File: src/rtl/hwag_cfg_pkg.sv
`default_nettype none
// ============================================================================
// Module   : hwag_cfg_pkg
// Brief    : Shared types and constants for the HWAG configuration loader.
// Revision : 1.0 - initial release
// ============================================================================
package hwag_cfg_pkg;

    // Default ssram geometry
    localparam int HWAG_ADDR_W = 8;
    localparam int HWAG_DATA_W = 16;

    // Named hwag register addresses
    localparam int HWATHNB = 4;
    localparam int HWASTWD = 5;
    localparam int HWAATOP = 6;
    localparam int HWACR0  = 64;
    localparam int HWATHVL = 70;

    // Sequencer states
    typedef enum logic [2:0] {
        ST_IDLE  = 3'd0,
        ST_WRITE = 3'd1,
        ST_TURN  = 3'd2,
        ST_READ  = 3'd3,
        ST_TAIL  = 3'd4,
        ST_DONE  = 3'd5,
        ST_ERR   = 3'd6
    } state_t;

endpackage
`default_nettype wire

File: src/rtl/hwag_cfg_seq.sv
`default_nettype none
// ============================================================================
// Module   : hwag_cfg_seq
// Brief    : Loads N_REGS hwag registers from the init table over the ssram
//            port, then reads them back and verifies flagged entries.
// Revision : 1.0 - initial release
// ============================================================================
module hwag_cfg_seq
    import hwag_cfg_pkg::*;
#(
    parameter int N_REGS = 71,
    parameter int ADDR_W = HWAG_ADDR_W,
    parameter int DATA_W = HWAG_DATA_W
) (
    input  logic              clk,
    input  logic              rst,
    input  logic              start,
    output logic [ADDR_W-1:0] tbl_addr,
    input  logic [DATA_W-1:0] tbl_data,
    input  logic              tbl_vfy,
    output logic              ssram_we,
    output logic              ssram_re,
    output logic [ADDR_W-1:0] ssram_addr,
    output logic [DATA_W-1:0] ssram_wdata,
    output logic              ssram_oe,
    input  logic [DATA_W-1:0] ssram_rdata,
    output logic              busy,
    output logic              done,
    output logic              err,
    output logic [ADDR_W-1:0] err_addr
);

    // One extra counter bit so N_REGS = 2**ADDR_W reaches its last index cleanly
    localparam logic [ADDR_W:0] LAST = (ADDR_W+1)'(N_REGS - 1);
    localparam logic [ADDR_W:0] ONE  = (ADDR_W+1)'(1);

    state_t            state_q;
    logic [ADDR_W:0]   cnt_q;
    logic              we_q;
    logic              re_q;
    logic              oe_q;
    logic              busy_q;
    logic              done_q;
    logic              err_q;
    logic [ADDR_W-1:0] err_addr_q;
    logic [DATA_W-1:0] exp_q;
    logic              vfy_q;
    logic              cmp_vld_q;
    logic [ADDR_W-1:0] cmp_addr_q;

    logic cnt_last;
    logic mismatch;

    // Readback of the previous cycle's read is compared against the value
    // captured when that read was issued
    assign cnt_last = (cnt_q == LAST);
    assign mismatch = cmp_vld_q && vfy_q && (ssram_rdata != exp_q);

    // Sequencer: write pass, one turnaround cycle, read/verify pass
    always_ff @(posedge clk or negedge rst) begin
        if (!rst) begin
            state_q    <= ST_IDLE;
            cnt_q      <= '0;
            we_q       <= 1'b0;
            re_q       <= 1'b0;
            oe_q       <= 1'b0;
            busy_q     <= 1'b0;
            done_q     <= 1'b0;
            err_q      <= 1'b0;
            err_addr_q <= '0;
            exp_q      <= '0;
            vfy_q      <= 1'b0;
            cmp_vld_q  <= 1'b0;
            cmp_addr_q <= '0;
        end else begin
            cmp_vld_q <= 1'b0;
            case (state_q)
                ST_IDLE, ST_DONE, ST_ERR: begin
                    if (start) begin
                        state_q    <= ST_WRITE;
                        cnt_q      <= '0;
                        we_q       <= 1'b1;
                        oe_q       <= 1'b1;
                        busy_q     <= 1'b1;
                        done_q     <= 1'b0;
                        err_q      <= 1'b0;
                        err_addr_q <= '0;
                    end
                end
                ST_WRITE: begin
                    if (cnt_last) begin
                        state_q <= ST_TURN;
                        we_q    <= 1'b0;
                        oe_q    <= 1'b0;
                        cnt_q   <= '0;
                    end else begin
                        cnt_q <= cnt_q + ONE;
                    end
                end
                ST_TURN: begin
                    state_q <= ST_READ;
                    re_q    <= 1'b1;
                end
                ST_READ: begin
                    exp_q      <= tbl_data;
                    vfy_q      <= tbl_vfy;
                    cmp_addr_q <= cnt_q[ADDR_W-1:0];
                    cmp_vld_q  <= 1'b1;
                    if (mismatch) begin
                        state_q    <= ST_ERR;
                        re_q       <= 1'b0;
                        busy_q     <= 1'b0;
                        err_q      <= 1'b1;
                        err_addr_q <= cmp_addr_q;
                        cmp_vld_q  <= 1'b0;
                    end else if (cnt_last) begin
                        state_q <= ST_TAIL;
                        re_q    <= 1'b0;
                    end else begin
                        cnt_q <= cnt_q + ONE;
                    end
                end
                ST_TAIL: begin
                    busy_q <= 1'b0;
                    if (mismatch) begin
                        state_q    <= ST_ERR;
                        err_q      <= 1'b1;
                        err_addr_q <= cmp_addr_q;
                    end else begin
                        state_q <= ST_DONE;
                        done_q  <= 1'b1;
                    end
                end
                default: begin
                    state_q <= ST_IDLE;
                    we_q    <= 1'b0;
                    re_q    <= 1'b0;
                    oe_q    <= 1'b0;
                    busy_q  <= 1'b0;
                end
            endcase
        end
    end

    assign tbl_addr    = cnt_q[ADDR_W-1:0];
    assign ssram_addr  = cnt_q[ADDR_W-1:0];
    assign ssram_wdata = we_q ? tbl_data : '0;
    assign ssram_we    = we_q;
    assign ssram_re    = re_q;
    assign ssram_oe    = oe_q;
    assign busy        = busy_q;
    assign done        = done_q;
    assign err         = err_q;
    assign err_addr    = err_addr_q;

endmodule
`default_nettype wire

File: config.mk
export PLATFORM = sky130hd
export DESIGN_NAME = hwag_cfg_seq
export DESIGN_NICKNAME = d
export VERILOG_FILES = /design/src/rtl/hwag_cfg_pkg.sv /design/src/rtl/hwag_cfg_seq.sv
export SDC_FILE = /design/constraint.sdc
export NUM_CORES = 1
export LEC_CHECK = 0
export BUFFER_PORTS_ARGS = -buffer_cell sky130_fd_sc_hd__buf_2
export CORE_MARGIN = 10
export CORE_UTILIZATION = 40
export CTS_CLUSTER_DIAMETER = 200
export DETAILED_ROUTE_END_ITERATION = 12
export SYNTH_ARGS = -nofsm -noshare
export SYNTH_HDL_FRONTEND = slang
export SYNTH_SLANG_ARGS = --single-unit
File: constraint.sdc
create_clock -name clk -period 3.3 [get_ports clk]
set_input_delay 0.66 -clock clk [delete_from_list [all_inputs] [get_ports clk]]
set_output_delay 0.66 -clock clk [all_outputs]
set_load 0.03 [all_outputs]
==> out/results.ini, run 1 <==
[outcome]
status = finished clean

[cts]
cts_root_buf = clkbuf_8
cts_tree = built
hold_buffers = 0
numCtsBuffers = 5
cts.htree.levels = 2
cts.sinks = 51
clockBufferDepth = 2
path_clk_slew_ps = 90
cts_setup_buffers = 0
clk-insertion-delay-late_ps = 300
postCtsResizedCells = 0

[power_and_ir_drop]
power_density_nw_per_um2 = 745
p_leak_nw = 1.68
peakVddDrop_uv = 313

[logic_synthesis]
syn_area_um2 = 2940
yosysUniqueCellTypes = 50
synth_fp_nets = 302
synth_async_sr_flop_share_pct = 100
synth-edff-count = 0
avgSynthCellArea_um2 = 11.1
yosys_warnings = 0
synth_seq_cells = 51
syn_inst = 264
ys_seq_area_share_pct = 43.4
synthFlopType = dfrtp_1

[sta]
setup_slack_ps = 882
fmax_mhz = 414
setup_viol = 0
worstMarginPinSlew_ps = 755
fin_crit_ps = 2420
relSlewSlack_pct = 49.5
hold_violations = 0
rsz0062_at_grt = false
fin_crit_sh_pct = 73.3
finClkSkew_ps = 3.68
slew_viol_final = 0
setup_tns_ps = 0

[detailed_routing]
wl_met1_um = 2920
wl_met3_um = 273
via_count = 2151
drtIter0Drc = 78
highest_layer = met4
viasPerCell = 5.07
wire_per_inst_um = 16.1
detail-route-antenna-nets = 0
wl_um = 6830
drtPass1Iterations = 4
route.met2.wl_um = 3570
drc_errors = 0

[grt]
overflow = 0
grt_pass1_wl_um = 11100
grt_max_degree = 29
grt_pass1_vias = 2180
grt_util_all_layers_pct = 12.0
grt_antenna_before_repair = 0

[layout]
final_common_cell = buf_2
antennaDiodeCount = 0
area_growth_pct = 15.2
final_cell_mix = 81 x buf_2, 51 x dfrtp_1, 32 x mux2_2
final_nets = 363
layout-drive-gt1-share_pct = 41.2

[critical_path]
slowest_delay_ps = 660
end_kind = register
crit_slowest_cell = dfrtp_1
critical_path_class = reg -> reg
crit_fanout = 16
worstPathCellList = nor2b_1, nand2_1, a211oi_4, mux2_2
cp-start-kind = register
cp.required_ps = 3490
cp_data_arrival_time_ps = 2600

[placed_design]
dp_hpwl_um = 5260
numPortBuffers = 81
dp_slack_ps = 900
gp_congestion = 0.819

[floorplanning]
start_util_pct = 40.7
io_pins = 82
die-area_um2 = 11200
dieWidth_um = 106
die_h_um = 106
rows = 31
core_area_um2 = 7210

[min_path]
hold_class = in -> async

[job]
cap_viol_max_count = 0

==> cells in the mapped netlist, types with 3 or more instances <==
cell type   n  area share [%]
o21ai_0     6             1.0
o21a_1      3            0.77
and2_1     18             3.8
inv_1       7            0.89
and3_1      7             1.5
a221o_1     6             2.0
buf_2       3            0.51
buf_4      21             5.4
nor2_1     14             1.8
nand3_1     9             1.5
o211ai_1    3            0.77
and2b_1     4             1.0
mux2_2     32              12
xor2_1     16             4.8
clkbuf_1    4            0.51
dfrtp_1    51              43
a21oi_1     6             1.0
nor2b_1     6             1.3
nand2_1     7            0.89
nor4_4      3             2.2
nand4_1     4            0.85
==> layout make-up <==
class / count / area, um2
clock inverters: 1 / 30.0
repair buffers: 83 / 420
multi-input cells: 177 / 1440
clock buffers: 6 / 72.6
well taps: 99 / 124
fillers: 717 / 3830
inverters: 7 / 26.3
flip-flops and latches: 51 / 1280
==> sequential cells by signal (all words and copies together) (netlist names) <==
register / cells
err_addr: 8
ssram_re: 1
busy: 1
state_q: 3
exp_q: 16
done: 1
ssram_oe: 1
cnt_q: 9
cmp_addr_q: 8
err: 1
cmp_vld_q: 1
vfy_q: 1
==> layer usage <==
layer,vias to the layer above,global-route usage (%)
li1,1040,-
met1,1056,14.5
met2,49,20.5
met3,6,2.74
met4,0,3.68
met5,-,0
==> worst max-delay path, delay by kind of cell (launching register included) <==
family / cells / cell delay, ps
compound gates: 1 / 610
simple gates: 2 / 630
mux: 1 / 400
flops: 1 / 660
==> kinds of logic after synthesis <==
family / share of synthesized area (%)
xor gates and xnor gates: 5.07
and+or+nand+nor: 18.2
muxes: 12.3
buffers and inverters: 7.66
adders and majority gates: 1.53
AOI/OAI and AO/OA: 11.8
DFF: 43.4
==> metrics by stage <==
stage	power, W	cell area, um2	hold WS, ps	util [%]	std cells
2_1_floorplan	0.00198	2940	364	-	264
3_3_place_gp	0.00212	3280	461	45.5	417
3_5_place_dp	0.00214	3280	464	45.5	417
4_1_cts	0.00256	3390	399	46.9	424
5_1_grt	0.00269	3390	415	46.9	424
6_report	0.00252	3390	370	46.9	424
==> final timing paths <==
check                                start     endpoint  slack (ps)  depth (start not counted)
worst min register to register         err          err         480                          1
max in group asynchronous              rst        vfy_q        2160                          2
worst max-delay path            state_q[0]  err_addr[2]         880                          4
worst max register to register  state_q[0]  err_addr[2]         880                          4
worst min-delay path                   rst    exp_q[12]         370                          1
min in group clk                       err          err         480                          1
==> where the power goes <==
part           leakage (nW)  switching, W  internal (W)
combinational         0.979      0.000568      0.000469
sequential            0.645      0.000238      0.000831
clock                0.0513      0.000196      0.000223
total                  1.68       0.00100       0.00152
No activity file was read; power rests on OpenSTA's default activity.
==> run 2: changes to the inputs <==
--- a/config.mk
+++ b/config.mk
@@ -5,11 +5,13 @@
 export SDC_FILE = /design/constraint.sdc
 export NUM_CORES = 1
 export LEC_CHECK = 0
+export ABC_AREA = 1
 export BUFFER_PORTS_ARGS = -buffer_cell sky130_fd_sc_hd__buf_2
 export CORE_MARGIN = 10
 export CORE_UTILIZATION = 40
 export CTS_CLUSTER_DIAMETER = 200
 export DETAILED_ROUTE_END_ITERATION = 12
+export PLACE_DENSITY = 0.66
 export SYNTH_ARGS = -nofsm -noshare
 export SYNTH_HDL_FRONTEND = slang
 export SYNTH_SLANG_ARGS = --single-unit
==> constraint.sdc (replaced) <==
create_clock -name clk -period 2.13 [get_ports clk]
set_input_delay 0.426 -clock clk [delete_from_list [all_inputs] [get_ports clk]]
set_output_delay 0.426 -clock clk [all_outputs]
set_load 0.03 [all_outputs]
==> run 2 against run 1 <==
Net effect: register-to-register slack worse by 580 ps; clock skew is 11 ps higher; count of clock-buffer cells in the layout stayed put; clock power increased by 63%; die area decreased by 0.18%; sequential share of layout area decreased by 0.44 points; first-iteration DRC count fell by 9.0%; via count rose by 21%; final cell count grew 35%; synthesized cell count increased by 55%; setup slack got worse by 580 ps; critical path type is now reg -> out; largest cell class is now flip-flops and latches.
==> out/results.ini, run 2 <==
[layout]
fin_util_pct = 47.8  ; +0.81 points
area_growth_pct = 16.9
nFillCells = 738  ; +2.9%
final_nets = 511  ; +41%
antennaDiodeCount = 0  ; unchanged
top_regs = exp_q (16), cnt_q (9)
final_cell_count_no_fill = 573  ; +35%
layout-drive-gt1-share_pct = 24.1  ; -17 points
largest_reg_flops = 16  ; unchanged
final_common_cell = nand2_1
final_cell_mix = 145 x nand2_1, 81 x buf_2, 67 x inv_1
regMostFlops = exp_q

[detailed_routing]
drc_errors = 0  ; unchanged
via_count = 2592  ; +21%
viasPerCell = 4.52  ; -11%
wire_per_inst_um = 12.3  ; -24%
wl_um = 7030  ; +2.8%
drtPass1Iterations = 4  ; unchanged
drtIter0Drc = 71  ; -9.0%
detail-route-antenna-nets = 0  ; unchanged

[grt]
grt_pass1_wl_um = 12000  ; +8.1%
overflow = 0  ; unchanged
grt_antenna_before_repair = 0  ; unchanged
grt_pass1_vias = 2554  ; +17%
grt_util_all_layers_pct = 12.8  ; +0.86 points
grt_max_degree = 52  ; +79%

[sta]
fin_crit_ps = 1830
rsz0062_at_grt = false
fmax_mhz = 546
worstMarginPinSlew_ps = 593  ; -163 ps
setup_tns_ps = 0  ; unchanged
relSlewSlack_pct = 60.5  ; +11 points
setup_viol = 0  ; unchanged
slew_viol_final = 0  ; unchanged
fin_crit_sh_pct = 85.9
hold_violations = 0  ; unchanged
finClkSkew_ps = 14.3  ; +10.6 ps

[cts]
cts.sinks = 51  ; unchanged
numCtsBuffers = 5  ; unchanged
cts_setup_buffers = 0  ; unchanged
clockBufferDepth = 2  ; unchanged
cts_tree = built
hold_buffers = 0  ; unchanged
cts.htree.levels = 2  ; unchanged
cts_root_buf = clkbuf_8
clk-insertion-delay-late_ps = 310  ; about the same
postCtsResizedCells = 0  ; unchanged
path_clk_slew_ps = 100  ; about the same

[logic_synthesis]
avgSynthCellArea_um2 = 7.15  ; -36%
yosysMostFrequentCell = nand2_1
syn_inst = 410  ; +55%
yosys_warnings = 0  ; unchanged
ys_seq_area_share_pct = 43.5  ; +0.093 points
synth_area_leaders = dfrtp_1 44%, nand2_1 19%, inv_1 8.6%
synthTopCellsByCount = 145 x nand2_1, 67 x inv_1, 51 x dfrtp_1
synth-edff-count = 0  ; unchanged
synth_seq_cells = 51  ; unchanged
yosysUniqueCellTypes = 26  ; -48%
syn_area_um2 = 2930  ; -0.21%
synth_fp_nets = 448  ; +48%
synthFlopType = dfrtp_1
synth_async_sr_flop_share_pct = 100  ; unchanged
yosysTopAreaCell = dfrtp_1
yosysTopAreaCellShare_pct = 43.5  ; +0.093 points

[placed_design]
dp_hpwl_um = 5370  ; +2.0%
numPortBuffers = 81  ; unchanged
gp_congestion = 0.884  ; +7.9%
placed_cells = 565  ; +35%

[floorplanning]
core_area_um2 = 7180  ; -0.54%
die_h_um = 106  ; about the same
dieWidth_um = 106  ; about the same
die-area_um2 = 11200  ; -0.18%
io_pins = 82  ; unchanged
start_util_pct = 40.9  ; +0.13 points
rows = 31  ; unchanged

[power_and_ir_drop]
switching_share_pct = 46.6  ; +6.9 points
total_switching_power_w = 0.00189  ; +88%
p_leak_nw = 2.02  ; +20%
power_frac_seq_pct = 36.7  ; -5.6 points
p_comb_share_pct = 46.5  ; +5.4 points
internal-power_w = 0.00216  ; +42%
p_total_w = 0.00405  ; +60%
p_clk_share_pct = 16.8  ; +0.2 points
power_density_nw_per_um2 = 1180  ; +59%
peakVddDrop_uv = 610  ; +95%

[critical_path]
ff2ff_setup_slack_ps = 300  ; -580 ps
cp-start-kind = register
cp_data_arrival_time_ps = 1400  ; -1200 ps
crit_fanout = 19  ; +3
cp-endpoint = ssram_wdata[14]
end_kind = output port
crit_path_start = ssram_oe
cp.required_ps = 1700  ; -1790 ps
r2r-end = cnt_q[8]
rr_startpoint = state_q[1]
critical_path_class = reg -> out
r2r_cells = 7  ; +3

[min_path]
hold_class = in -> async

[job]
cap_viol_max_count = 0  ; unchanged

[outcome]
status = finished clean

==> run 2: worst min-delay path by stage <==
stage,start,endpoint,slack (ps),cells after the start
global placement,rst,done,440,2
floorplan,rst,busy,130,0
global route,rst,cnt_q[1],110,2
finish,rst,exp_q[11],100,2
detailed placement,rst,done,440,2
CTS,rst,exp_q[11],100,2
==> run 2: critical path, cell delays in order (launching register included) <==
cell and delay, ps:
dfrtp_1 730, nand2_1 120, inv_1 70, buf_2 190
==> run 2: per-layer routing <==
metal,share of wire [%],GRT usage [%],vias to the layer above,wire (um)
met4,1.2,3.38,0,83
met2,46,20.7,69,3200
met5,0,0,-,0
li1,-,-,1357,-
met1,46,16.2,1159,3250
met3,6.9,4.20,7,488
==> run 2: cell families after synthesis <==
logic type / after synthesis / share of synthesized area, %
AND/OR/NAND/NOR: 206 / 29.2
buffers and inverters: 101 / 15.9
flip-flops: 51 / 43.5
AO/OA/AOI/OAI: 47 / 9.68
XOR/XNOR: 3 / 0.896
adder cells (fa/ha/maj): 2 / 0.853
==> run 2: layout make-up <==
type | count | area, um2 | area share (%)
clock buffer | 6 | 72.6 | 2.12
clock inverter | 2 | 38.8 | 1.13
inverter | 72 | 270 | 7.89
multi-input combinational | 258 | 1200 | 34.9
sequential | 51 | 1280 | 37.2
tap | 99 | 124 | 3.61
timing repair buffer | 85 | 448 | 13.1
==> run 2: power by group through the flow <==
stage,logic (W),clock network (W),registers (W)
after floorplan,0.00151,0,0.00149
after global placement,0.00188,0,0.00149
after detailed placement,0.00191,0,0.00151
after CTS,0.00192,0.000704,0.00149
after global routing,0.00215,0.000758,0.00154
final,0.00188,0.000681,0.00149
==> run 2: metrics by stage <==
stage / hold slack (ps) / instance area, um2 / worst slack [ps]
floorplan: 130 / 2930 / 380
global placement: 442 / 3320 / 314
detailed placement: 444 / 3320 / 291
CTS: 105 / 3430 / 282
global route: 113 / 3430 / 126
finish: 99.9 / 3430 / 300
